### config.mk
export PLATFORM = sky130hd
export DESIGN_NAME = bus_uart_fifo
export DESIGN_NICKNAME = d
export VERILOG_FILES = /design/src/rtl/bus_uart_fifo.sv
export SDC_FILE = /design/constraint.sdc
export NUM_CORES = 1
export LEC_CHECK = 0
export ABC_AREA = 1
export ABC_CLOCK_PERIOD_IN_PS = 4300
export CELL_PAD_IN_SITES_DETAIL_PLACEMENT = 1
export CELL_PAD_IN_SITES_GLOBAL_PLACEMENT = 1
export CORE_ASPECT_RATIO = 1.4
export CORE_MARGIN = 3
export CORE_UTILIZATION = 40
export CTS_BUF_LIST = sky130_fd_sc_hd__clkbuf_8
export CTS_CLUSTER_SIZE = 25
export DETAILED_ROUTE_END_ITERATION = 16
export GPL_ROUTABILITY_DRIVEN = 0
export HOLD_SLACK_MARGIN = 0.05
export PLACE_DENSITY = 0.65
export SYNTH_ARGS = -nofsm -noshare
export SYNTH_HDL_FRONTEND = slang
export SYNTH_SLANG_ARGS = --single-unit
### constraint.sdc
create_clock -name sys_clk -period 4.3 [get_ports sys_clk]
set_input_delay 0.86 -clock sys_clk [delete_from_list [all_inputs] [get_ports sys_clk]]
set_output_delay 0.86 -clock sys_clk [all_outputs]
set_load 0.1 [all_outputs]
### src/rtl/bus_uart_fifo.sv
// CPU-bus bridge to uart_rx/uart_tx: synchronised strobes, RX/TX FIFOs, HSK/DAT/STAT/CTRL registers and IRQ.
// Read data and d_oe are registered three sys_clk after the strobe; pops and pushes occur on the strobe's trailing edge.
module bus_uart_fifo #(
  parameter logic [15:0] BASE_ADDR = 16'h0FF0,
  parameter int          RX_DEPTH  = 16,
  parameter int          TX_DEPTH  = 16,
  parameter logic [7:0]  EH_REQ    = 8'hCC,
  parameter logic [7:0]  EH_ACK    = 8'h33
) (
  input  logic        sys_clk,
  input  logic        reset,
  input  logic [15:0] A,
  input  logic        NRDS,
  input  logic        NWDS,
  input  logic [7:0]  d_in,
  output logic [7:0]  d_out,
  output logic        d_oe,
  input  logic [7:0]  rx_data,
  input  logic        rx_data_ready,
  output logic        rx_clear,
  output logic [7:0]  tx_data,
  output logic        tx_send,
  input  logic        tx_ready,
  output logic        irq
);

  localparam int RXW = $clog2(RX_DEPTH);
  localparam int TXW = $clog2(TX_DEPTH);
  localparam logic [RXW:0] RX_FULL = (RXW+1)'(RX_DEPTH);
  localparam logic [TXW:0] TX_FULL = (TXW+1)'(TX_DEPTH);

  typedef enum logic       {R_IDLE, R_CLR} rx_state_t;
  typedef enum logic [1:0] {T_IDLE, T_SEND, T_WAIT} tx_state_t;

  logic [15:0] a_s1_q, a_s2_q;
  logic [7:0]  d_s1_q, d_s2_q;
  logic        nrds_s1_q, nrds_s2_q, nwds_s1_q, nwds_s2_q;
  logic [1:0]  fill_q;
  logic        rd_hi_q, rd_armed_q, wr_hi_q, wr_armed_q;

  always_ff @(posedge sys_clk) begin
    if (reset) begin
      a_s1_q <= '0; a_s2_q <= '0; d_s1_q <= '0; d_s2_q <= '0;
      nrds_s1_q <= 1'b1; nrds_s2_q <= 1'b1; nwds_s1_q <= 1'b1; nwds_s2_q <= 1'b1;
      fill_q <= '0;
    end else begin
      a_s1_q <= A;       a_s2_q <= a_s1_q;
      d_s1_q <= d_in;    d_s2_q <= d_s1_q;
      nrds_s1_q <= NRDS; nrds_s2_q <= nrds_s1_q;
      nwds_s1_q <= NWDS; nwds_s2_q <= nwds_s1_q;
      fill_q <= {fill_q[0], 1'b1};
    end
  end

  logic       sync_ok, hit, rd_done, wr_done;
  logic [2:0] off;
  assign sync_ok = fill_q[1];
  assign hit     = (a_s2_q[15:3] == BASE_ADDR[15:3]);
  assign off     = a_s2_q[2:0];
  assign rd_done = sync_ok & nrds_s2_q & rd_armed_q & hit;
  assign wr_done = sync_ok & nwds_s2_q & wr_armed_q & hit;

  // An access only counts if its falling edge was seen after a genuine high, so an
  // access already in progress when reset drops never completes a pop or push.
  always_ff @(posedge sys_clk) begin
    if (reset) begin
      rd_hi_q <= 1'b0; rd_armed_q <= 1'b0; wr_hi_q <= 1'b0; wr_armed_q <= 1'b0;
    end else if (sync_ok) begin
      if (nrds_s2_q)    begin rd_hi_q <= 1'b1; rd_armed_q <= 1'b0; end
      else if (rd_hi_q) begin rd_hi_q <= 1'b0; rd_armed_q <= 1'b1; end
      if (nwds_s2_q)    begin wr_hi_q <= 1'b1; wr_armed_q <= 1'b0; end
      else if (wr_hi_q) begin wr_hi_q <= 1'b0; wr_armed_q <= 1'b1; end
    end
  end

  rx_state_t   rx_state_q;
  tx_state_t   tx_state_q;
  logic [RXW-1:0] rx_wr_ptr_q, rx_rd_ptr_q;
  logic [TXW-1:0] tx_wr_ptr_q, tx_rd_ptr_q;
  logic [RXW:0]   rx_cnt_q, rx_cnt_d;
  logic [TXW:0]   tx_cnt_q, tx_cnt_d;
  logic [7:0]     rx_mem [RX_DEPTH];
  logic [7:0]     tx_mem [TX_DEPTH];
  logic           rx_ovr_q, tx_ovf_q, rx_ie_q, tx_ie_q;
  logic           rx_clear_q, tx_send_q, d_oe_q, irq_q;
  logic [7:0]     tx_data_q, d_out_q;

  logic rx_nempty, rx_full, tx_nempty, tx_full, tx_idle;
  logic flush, ctrl_wr, stat_rd, rx_pop, rx_take, rx_push, rx_lost;
  logic tx_wr, tx_start, tx_push, tx_drop;
  logic [7:0] rx_head, tx_head, stat, rd_mux;

  assign rx_nempty = (rx_cnt_q != '0);
  assign rx_full   = (rx_cnt_q == RX_FULL);
  assign tx_nempty = (tx_cnt_q != '0);
  assign tx_full   = (tx_cnt_q == TX_FULL);
  assign tx_idle   = ~tx_nempty & tx_ready & ~tx_send_q;
  assign rx_head   = rx_mem[rx_rd_ptr_q];
  assign tx_head   = tx_mem[tx_rd_ptr_q];

  assign flush    = wr_done & (off == 3'd6) & d_s2_q[7];
  assign ctrl_wr  = wr_done & (off == 3'd6);
  assign stat_rd  = rd_done & (off == 3'd5);
  assign rx_pop   = rd_done & (off == 3'd4) & rx_nempty;
  assign rx_take  = (rx_state_q == R_IDLE) & rx_data_ready;
  assign rx_push  = rx_take & ~flush & (~rx_full | rx_pop);
  assign rx_lost  = rx_take & rx_full & ~rx_pop;
  assign tx_wr    = wr_done & (off == 3'd4);
  assign tx_start = (tx_state_q == T_IDLE) & tx_nempty & tx_ready & ~flush;
  assign tx_push  = tx_wr & (~tx_full | tx_start);
  assign tx_drop  = tx_wr & tx_full & ~tx_start;
  assign stat     = {3'b000, tx_ovf_q, rx_ovr_q, tx_idle, ~tx_full, rx_nempty};

  always_comb begin
    rx_cnt_d = rx_cnt_q;
    tx_cnt_d = tx_cnt_q;
    if (rx_push & ~rx_pop)      rx_cnt_d = rx_cnt_q + (RXW+1)'(1);
    else if (~rx_push & rx_pop) rx_cnt_d = rx_cnt_q - (RXW+1)'(1);
    if (tx_push & ~tx_start)      tx_cnt_d = tx_cnt_q + (TXW+1)'(1);
    else if (~tx_push & tx_start) tx_cnt_d = tx_cnt_q - (TXW+1)'(1);
  end

  always_comb begin
    rd_mux = 8'h00;
    case (off)
      3'd1: rd_mux = rx_nempty ? EH_ACK : EH_REQ;
      3'd4: rd_mux = rx_nempty ? rx_head : 8'h00;
      3'd5: rd_mux = stat;
      3'd6: rd_mux = {6'b0, tx_ie_q, rx_ie_q};
      default: rd_mux = 8'h00;
    endcase
  end

  always_ff @(posedge sys_clk) begin
    if (rx_push) rx_mem[rx_wr_ptr_q] <= rx_data;
    if (tx_push) tx_mem[tx_wr_ptr_q] <= d_s2_q;
  end

  always_ff @(posedge sys_clk) begin
    if (reset || flush) begin
      rx_wr_ptr_q <= '0; rx_rd_ptr_q <= '0; rx_cnt_q <= '0;
      tx_wr_ptr_q <= '0; tx_rd_ptr_q <= '0; tx_cnt_q <= '0;
    end else begin
      if (rx_push)  rx_wr_ptr_q <= rx_wr_ptr_q + RXW'(1);
      if (rx_pop)   rx_rd_ptr_q <= rx_rd_ptr_q + RXW'(1);
      if (tx_push)  tx_wr_ptr_q <= tx_wr_ptr_q + TXW'(1);
      if (tx_start) tx_rd_ptr_q <= tx_rd_ptr_q + TXW'(1);
      rx_cnt_q <= rx_cnt_d;
      tx_cnt_q <= tx_cnt_d;
    end
  end

  always_ff @(posedge sys_clk) begin
    if (reset) begin
      d_oe_q <= 1'b0; d_out_q <= 8'h00; irq_q <= 1'b0;
      rx_ie_q <= 1'b0; tx_ie_q <= 1'b0; rx_ovr_q <= 1'b0; tx_ovf_q <= 1'b0;
    end else begin
      d_oe_q  <= hit & ~nrds_s2_q;
      d_out_q <= (hit & ~nrds_s2_q) ? rd_mux : 8'h00;
      irq_q   <= (rx_ie_q & rx_nempty) | (tx_ie_q & tx_idle);
      if (ctrl_wr) {tx_ie_q, rx_ie_q} <= d_s2_q[1:0];
      if (flush) begin
        rx_ovr_q <= 1'b0; tx_ovf_q <= 1'b0;
      end else begin
        // A fresh overflow in the same cycle as a STAT read stays visible.
        if (stat_rd) begin rx_ovr_q <= 1'b0; tx_ovf_q <= 1'b0; end
        if (rx_lost) rx_ovr_q <= 1'b1;
        if (tx_drop) tx_ovf_q <= 1'b1;
      end
    end
  end

  always_ff @(posedge sys_clk) begin
    if (reset) begin
      rx_state_q <= R_IDLE; rx_clear_q <= 1'b0;
    end else begin
      case (rx_state_q)
        R_IDLE: if (rx_data_ready) begin rx_state_q <= R_CLR; rx_clear_q <= 1'b1; end
        R_CLR:  if (!rx_data_ready) begin rx_state_q <= R_IDLE; rx_clear_q <= 1'b0; end
      endcase
    end
  end

  always_ff @(posedge sys_clk) begin
    if (reset) begin
      tx_state_q <= T_IDLE; tx_send_q <= 1'b0; tx_data_q <= 8'h00;
    end else begin
      case (tx_state_q)
        T_IDLE: if (tx_start) begin tx_data_q <= tx_head; tx_send_q <= 1'b1; tx_state_q <= T_SEND; end
        T_SEND: if (!tx_ready) begin tx_send_q <= 1'b0; tx_state_q <= T_WAIT; end
        T_WAIT: if (tx_ready) tx_state_q <= T_IDLE;
        default: begin tx_state_q <= T_IDLE; tx_send_q <= 1'b0; end
      endcase
    end
  end

  assign d_out    = d_out_q;
  assign d_oe     = d_oe_q;
  assign rx_clear = rx_clear_q;
  assign tx_data  = tx_data_q;
  assign tx_send  = tx_send_q;
  assign irq      = irq_q;

endmodule
==> flow_summary.json, run 1 <==
{
  "startpoint_type": "flip-flop",
  "setup_tns_ns": 0,
  "overflow": 0,
  "synth_seq_area_share_pct": 67.1,
  "ys_warn_count": 0,
  "cts_hold_buf": 0,
  "hold_class": "reg2reg",
  "synth_cells": 1368,
  "start_util_pct": 40.6,
  "yosysTopAreaCellShare_pct": 51.7,
  "cts.path.max_buffers": 3,
  "cellPowerDensity_nw_per_um2": 413,
  "finalInstanceArea_um2": 17000,
  "most-common-layout-cells": "256 x edfxtp_1, 229 x nor2_1, 179 x inv_1",
  "synth.avg_cell_area_um2": 10.9,
  "critPathKind": "reg2out",
  "wl_per_cell_um": 19.2,
  "dieArea_um2": 39600,
  "max_cap_violations": 0,
  "cts_tree": "yes",
  "ios": 58,
  "worst_pin_slew_ns": 1.12,
  "nFillCells": 4002,
  "portBuffers": 57,
  "final_common_cell": "edfxtp_1",
  "synth_cell_type_count": 42,
  "required_ns": 3.44,
  "final-hold-violation-count": 0,
  "critical_path.top_delay_family": "buffers and inverters",
  "grt_pass1_wl_um": 58400,
  "multi_input_area_um2": 4010,
  "ys_ff_latch": 371,
  "dp.cells": 1842,
  "drtIter0Drc": 597,
  "synth_area_leaders": "edfxtp_1 52%, dfxtp_1 15%, nor2_1 5.8%",
  "die_w_um": 169,
  "layout_min_cycle_time_ns": 3.06,
  "whs_ns": 0.401,
  "yosysTopAreaCell": "edfxtp_1",
  "p_leak_uw": 0.00630,
  "stdcell_count": 1945,
  "timing.final.ws_setup_ns": 1.24,
  "grt_max_degree": 84,
  "clk_pin_slew_ns": 0.06,
  "cts_setup_buffers": 0,
  "nNetsFinal": 1493,
  "slew_headroom_pct": 25.6,
  "cts.sinks": 371,
  "cts_resized": 0,
  "irDropWorstVdd_mv": 0.248,
  "worstPathArrival_ns": 2.20,
  "drive_above_1_share_pct": 8.94,
  "timing.critical_path.buf_inv": 1,
  "rows": 83,
  "place_ws_ns": 0.647,
  "slowest_stage": "clkdlybuf4s50_1",
  "via_count": 9840,
  "synth_nets": 1427,
  "fin_crit_sh_pct": 71.3,
  "cts_max_level": 2,
  "drt_pass1_iterations": 4,
  "max_freq_ghz": 0.326,
  "worstPathCellList": "clkdlybuf4s50_1",
  "routed_wl_um": 37300,
  "die_y_um": 234,
  "cts_root_buffer": "clkbuf_8",
  "ff_latch_area_um2": 10000,
  "grt_setup_unrepaired": "false",
  "crit_fanout": 3,
  "slew_viol_final": 0,
  "max_stage_delay_ns": 1.18,
  "setup_violations": 0,
  "first_global_vias": 10400,
  "ant_nets": 0,
  "end_kind": "primary output",
  "core_um2": 36700,
  "via_per_inst": 5.06,
  "areaGrowthSynthToFinish_pct": 14.1,
  "clk-insertion-delay-late_ns": 0.61,
  "cts_buffers": 57,
  "placed_cell_area_um2": 15800,
  "hpwl_um": 24700,
  "drc": 0,
  "antenna_found_initial": 1,
  "fin_skew_ns": 0.0235,
  "syn_area_um2": 14900,
  "status": "completed",
  "grt_usage_pct": 19.1
}
==> layer usage <==
| metal | GRT usage, % | vias to the layer above | part of all wire (%) |
|---|---|---|---|
| met4 | 7.43 | 0 | 3.6 |
| met5 | 0 | - | 0 |
| li1 | - | 4775 | - |
| met2 | 35.8 | 164 | 53 |
| met3 | 2.87 | 74 | 3.5 |
| met1 | 21.8 | 4827 | 40 |
==> cell families after synthesis <==
family,synth area share (%)
mux,0.370
fa+ha+maj,1.87
simple gates,13.4
compound gates,10.6
flops,67.1
buf+inv,5.94
xor+xnor,0.647
==> through the flow <==
step | total power [uW] | utilization [%]
2_1_floorplan | 4100 | -
3_3_place_gp | 4210 | 43.2
3_5_place_dp | 4220 | 43.2
4_1_cts | 7100 | 46.3
5_1_grt | 7280 | 46.3
6_report | 7010 | 46.3
==> final cells by class <==
cell class              instances  share of cell area (%)
multi-input cells             775                    23.6
clock inverters                31                   0.892
clock buffers                  71                    5.76
inverters                     161                    3.57
flip-flops and latches        371                    58.9
diodes                          1                  0.0147
well taps                     467                    3.44
repair buffers                 68                    3.82
==> synthesized netlist by cell type, drive strengths merged <==
| master | number |
|---|---|
| nand3 | 61 |
| inv | 158 |
| or2 | 5 |
| clkinv | 3 |
| o21ai | 143 |
| fa | 2 |
| buf | 28 |
| nand3b | 2 |
| nor2 | 237 |
| xnor2 | 1 |
| nand4 | 9 |
| nor4 | 1 |
| xor2 | 10 |
| mux2i | 1 |
| ha | 19 |
| o31ai | 6 |
| a21boi | 1 |
| mux2 | 4 |
| clkbuf | 33 |
| a21oi | 90 |
| a211oi | 6 |
| nand2 | 134 |
| dfxtp | 115 |
| edfxtp | 256 |
| nor3 | 2 |
| a221oi | 1 |
| o211ai | 39 |
| a22oi | 1 |
==> path summary, 6_finish.rpt <==
path,start,to,slack [ns],depth (start not counted)
max,tx_send,tx_send,1.24,1
min,a_s1_q[5],a_s2_q[5],0.40,2
max reg2reg,rx_cnt_q[0],rx_cnt_q[4],1.29,17
min reg2reg,a_s1_q[5],a_s2_q[5],0.40,2
==> registers in the layout (all words and copies together), names as in the netlist, 2 cells and up, named ones only <==
| name | count |
|---|---|
| tx_wr_ptr_q | 4 |
| d_s1_q | 8 |
| a_s1_q | 16 |
| tx_mem | 128 |
| tx_cnt_q | 5 |
| a_s2_q | 16 |
| rx_cnt_q | 5 |
| rx_rd_ptr_q | 4 |
| rx_wr_ptr_q | 4 |
| fill_q | 2 |
| tx_state_q | 2 |
| d_out | 8 |
| tx_rd_ptr_q | 4 |
| rx_mem | 128 |
| d_s2_q | 8 |
| tx_data | 8 |
==> worst reg2reg max path: cells and delay by family (launching register included) <==
family,cells,cell delay (ns)
buf+inv,3,0.41
flops,1,0.42
fa+ha+maj,2,0.60
compound gates,4,0.53
simple gates,8,0.95
==> power breakdown <==
group | internal (uW) | switching [uW]
logic | 87.8 | 157
registers | 3860 | 39.1
clock network | 1540 | 1330
Note: power is estimated with default switching activity, not from simulation.
==> inputs of run 2 (changes only) <==
--- a/config.mk
+++ b/config.mk
@@ -6,7 +6,7 @@
 export NUM_CORES = 1
 export LEC_CHECK = 0
 export ABC_AREA = 1
-export ABC_CLOCK_PERIOD_IN_PS = 4300
+export ABC_CLOCK_PERIOD_IN_PS = 3000
 export CELL_PAD_IN_SITES_DETAIL_PLACEMENT = 1
 export CELL_PAD_IN_SITES_GLOBAL_PLACEMENT = 1
 export CORE_ASPECT_RATIO = 1.4
==> constraint.sdc (replaced) <==
create_clock -name sys_clk -period 3 [get_ports sys_clk]
set_input_delay 0.6 -clock sys_clk [delete_from_list [all_inputs] [get_ports sys_clk]]
set_output_delay 0.6 -clock sys_clk [all_outputs]
set_load 0.1 [all_outputs]
==> flow_summary.json, run 2 (synthesis results as in run 1) <==
{
  "wl_met1_um": 14600,
  "crit_end": "rx_cnt_q[4]",
  "r2r-start": "fill_q[1]",
  "timing.critical_path.buf_inv": 2,
  "nNetsFinal": 1546,
  "status": "completed",
  "max_cap_violations": 0,
  "cts_max_level": 2,
  "cellPowerDensity_nw_per_um2": 614,
  "worstPathCellList": "nand2_1 -> nor2_1 -> nand3_4 -> nand2_4 -> nand3_4 -> clkinv_2 -> ha_1 -> inv_1 -> fa_1 -> a21oi_1 -> nor2_1 -> o21ai_0 -> nand3_1 -> o21ai_0 -> a21oi_1",
  "cts_hold_buf": 0,
  "start_util_pct": 40.6,
  "required_ns": 3.50,
  "rows": 83,
  "route.met2.wl_um": 20200,
  "slew_headroom_pct": 43.2,
  "wl_per_cell_um": 18.7,
  "routed_wl_um": 37600,
  "via_per_inst": 5.00,
  "hold_class": "in2reg",
  "setup_violations": 0,
  "first_global_vias": 10700,
  "die_w_um": 169,
  "worst_pin_slew_ns": 0.849,
  "final_util_pct": 47.8,
  "via_count": 10000,
  "irDropWorstVdd_mv": 0.376,
  "hpwl_um": 25300,
  "r2r_setup_slack_ns": 0.21,
  "end_kind": "flip-flop",
  "cts.sinks": 371,
  "p_leak_uw": 0.00665,
  "die_y_um": 234,
  "drtIter0Drc": 450,
  "r2r_end": "rx_cnt_q[4]",
  "cts_buffers": 58,
  "grt_setup_unrepaired": "false",
  "antenna_found_initial": 1,
  "grt_max_degree": 68,
  "max_freq_ghz": 0.359,
  "portBuffers": 57,
  "whs_ns": 0.270,
  "areaGrowthSynthToFinish_pct": 17.8,
  "core_um2": 36700,
  "worstPathArrival_ns": 3.29,
  "max_stage_delay_ns": 0.42,
  "overflow": 0,
  "drive_above_1_share_pct": 14.4,
  "layout_min_cycle_time_ns": 2.79,
  "ant_nets": 0,
  "startpoint_type": "flip-flop",
  "fin_crit_sh_pct": 92.9,
  "reg.largest.list": "rx_mem x128, tx_mem x128",
  "crit_fanout": 7,
  "grt_usage_pct": 19.1,
  "critPathKind": "reg2reg",
  "slowest_stage": "fa_1",
  "cts.path.max_buffers": 3,
  "clk-insertion-delay-late_ns": 0.62,
  "most-common-layout-cells": "256 x edfxtp_1, 227 x nor2_1, 162 x inv_1",
  "top_layer_used": "met4",
  "wl_met3_um": 1190,
  "crit_path_start": "fill_q[1]",
  "drc": 0,
  "clk_pin_slew_ns": 0.07,
  "r2r_cells": 15,
  "cts_tree": "yes",
  "grt_pass1_wl_um": 58600,
  "critical_path.top_delay_family": "simple AND/OR/NAND/NOR gates",
  "ios": 58,
  "finalPower_uw": 10800,
  "final-hold-violation-count": 0,
  "cts_root_buffer": "clkbuf_8",
  "cp_num_cells": 15,
  "fin_skew_ns": 0.0309,
  "dieArea_um2": 39600,
  "final_common_cell": "edfxtp_1",
  "slew_viol_final": 0,
  "drt_pass1_iterations": 4
}
## run 2: layout make-up
cell class	instances	area, um^2
Fill cell	4003	19100
Clock inverter	49	484
Inverter	161	608
Timing Repair Buffer	120	1000
Antenna cell	1	2.50
Sequential cell	371	10000
Tap cell	467	584
Clock buffer	61	840
Multi-Input combinational cell	775	4010
## run 2: timing repair
item                                    in CTS  in global routing
endpoints found under the hold margin        0                  0
endpoints found under the setup margin       0                  3
setup buffers                                0                  3
resized for setup                            0                  4
## run 2: routing by layer
layer	track usage (%)	up-vias
li1	-	4889
met1	20.8	4891
met2	36.3	164
met3	3.07	88
met4	8.45	0
met5	0	-
## run 2: stage by stage
stage	setup WS, ns	std cells	instance area (um^2)	TNS, ns
after global placement	-0.0743	1891	16200	-0.0743
after global routing	0.0206	2005	17500	0
final	0.212	2005	17500	0
after floorplan	0.386	1368	14900	0
after CTS	0.0833	2001	17500	0
after detailed placement	-0.145	1891	16200	-0.161
## run 2: worst min-delay path by stage
| stage | from | end | slack (ns) | cells past startpoint |
|---|---|---|---|---|
| floorplan | a_s1_q[0] | a_s2_q[0] | 0.39 | 2 |
| CTS | reset | d_oe | 0.21 | 2 |
| finish | reset | d_oe | 0.27 | 2 |
| detailed placement | a_s1_q[10] | a_s2_q[10] | 0.40 | 2 |
| global route | reset | d_oe | 0.23 | 2 |
| global placement | fill_q[0] | fill_q[1] | 0.39 | 2 |
## run 2: power by group
group	switching [uW]	leakage, uW	internal (uW)
combinational	227	0.00266	145
sequential	53.4	0.00327	5530
clock	2030	0.000713	2770
total	2310	0.00665	8450
==> inputs of run 3 (changes only) <==
--- a/config.mk
+++ b/config.mk
@@ -17,7 +17,7 @@
 export DETAILED_ROUTE_END_ITERATION = 16
 export GPL_ROUTABILITY_DRIVEN = 0
 export HOLD_SLACK_MARGIN = 0.05
-export PLACE_DENSITY = 0.65
+export PLACE_DENSITY = 0.69
 export SYNTH_ARGS = -nofsm -noshare
 export SYNTH_HDL_FRONTEND = slang
 export SYNTH_SLANG_ARGS = --single-unit
==> flow_summary.json, run 3 (synthesis results as in run 1) <==
{
  "status": "completed",
  "final-hold-violation-count": 0,
  "clk_pin_slew_ns": 0.06,
  "fin_crit_sh_pct": 91.1,
  "setup_violations": 0,
  "areaGrowthSynthToFinish_pct": 16.5,
  "ant_nets": 0,
  "required_ns": 3.48,
  "rows": 83,
  "die_y_um": 234,
  "overflow": 0,
  "start_util_pct": 40.6,
  "cts_tree": "yes",
  "final_util_pct": 47.3,
  "hold_class": "in2reg",
  "p_leak_uw": 0.00659,
  "final_common_cell": "edfxtp_1",
  "cts_buffers": 54,
  "clk-insertion-delay-late_ns": 0.61,
  "worst_pin_slew_ns": 0.834,
  "fin_skew_ns": 0.0343,
  "slew_viol_final": 0,
  "drc": 0,
  "top_layer_used": "met4",
  "critPathKind": "reg2reg",
  "end_kind": "flip-flop",
  "wl_met1_um": 13800,
  "finalPower_uw": 9930,
  "via_per_inst": 5.02,
  "drive_above_1_share_pct": 14.0,
  "max_freq_ghz": 0.366,
  "grt_max_degree": 68,
  "startpoint_type": "flip-flop",
  "most-common-layout-cells": "256 x edfxtp_1, 228 x nor2_1, 170 x inv_1",
  "cellPowerDensity_nw_per_um2": 573,
  "cts.sinks": 371,
  "route.met2.wl_um": 20500,
  "cts_hold_buf": 0,
  "grt_pass1_wl_um": 57900,
  "nNetsFinal": 1548,
  "hpwl_um": 25500,
  "drtIter0Drc": 434,
  "crit_fanout": 5,
  "routed_wl_um": 37100,
  "wl_met3_um": 1230,
  "irDropWorstVdd_mv": 0.320,
  "portBuffers": 57,
  "drt_pass1_iterations": 5,
  "core_um2": 36700,
  "max_cap_violations": 0,
  "worstPathArrival_ns": 3.21,
  "wl_per_cell_um": 18.6,
  "grt_usage_pct": 18.8,
  "cts_root_buffer": "clkbuf_8",
  "dieArea_um2": 39600,
  "antenna_found_initial": 1,
  "first_global_vias": 10900,
  "ios": 58,
  "slew_headroom_pct": 44.2,
  "via_count": 10100,
  "setup_tns_ns": 0,
  "reg.largest.list": "rx_mem x128, tx_mem x128",
  "cts_max_level": 2,
  "nFillCells": 3997,
  "layout_min_cycle_time_ns": 2.73,
  "die_w_um": 169,
  "cts.path.max_buffers": 3,
  "grt_setup_unrepaired": "false"
}
==> run 3: per-layer routing <==
metal  GRT usage [%]  up-vias
li1                -     4889
met1            19.8     4941
met2            36.6      165
met3            2.83       64
met4            8.48        0
met5               0        -
==> run 3: final cells by class <==
class / instances / area (um^2) / share of cell area (%)
antenna: 1 / 2.50 / 0.0144
clock buffer: 66 / 908 / 5.24
clock inverter: 35 / 183 / 1.05
inverter: 161 / 608 / 3.51
multi-input combinational: 775 / 4010 / 23.2
sequential: 371 / 10000 / 57.7
tap: 467 / 584 / 3.37
timing repair buffer: 126 / 1030 / 5.96
==> run 3: timing repair <==
action,4_1_cts,5_1_grt
setup endpoints to repair,0,4
buffers inserted,0,4
gates resized for setup,0,7
==> run 3: final timing paths <==
check,slack (ns),cells after the start,end,from
worst min register to register,0.40,2,a_s2_q[8],a_s1_q[8]
worst max register to register,0.27,15,tx_cnt_q[3],a_s2_q[7]
worst min-delay path,0.30,2,d_oe,reset
worst max-delay path,0.27,15,tx_cnt_q[3],a_s2_q[7]
==> run 3: power by group <==
| part | switching (uW) | internal [uW] | leakage (uW) | total (uW) |
|---|---|---|---|---|
| Clock | 1900 | 2080 | 0.000622 | 3980 |
| Sequential | 52.8 | 5530 | 0.00327 | 5580 |
| Combinational | 227 | 141 | 0.00269 | 368 |
| Total | 2180 | 7750 | 0.00659 | 9930 |
==> run 3: worst max-delay path: stages (launching register included) <==
cell      delay (ns)
dfxtp_1         0.33
nand2_1         0.07
nor2_2          0.14
nand3b_4        0.12
nor2_8          0.18
nand2_4         0.06
nor2_4          0.10
a21boi_4        0.20
ha_2            0.21
inv_1           0.09
ha_1            0.30
buf_4           0.15
a21oi_1         0.14
nand2_1         0.09
xor2_1          0.15
a211oi_1        0.27
==> run 3: per-stage QoR <==
stage / cell area [um^2] / instances / worst slack, ns / hold WS, ns
3_3_place_gp: 16200 / 1896 / -0.0451 / 0.390
4_1_cts: 17300 / 1997 / 0.148 / 0.256
6_report: 17300 / 2002 / 0.268 / 0.302
3_5_place_dp: 16200 / 1896 / -0.153 / 0.395
5_1_grt: 17300 / 2002 / 0.0229 / 0.276
2_1_floorplan: 14900 / 1368 / 0.386 / 0.388
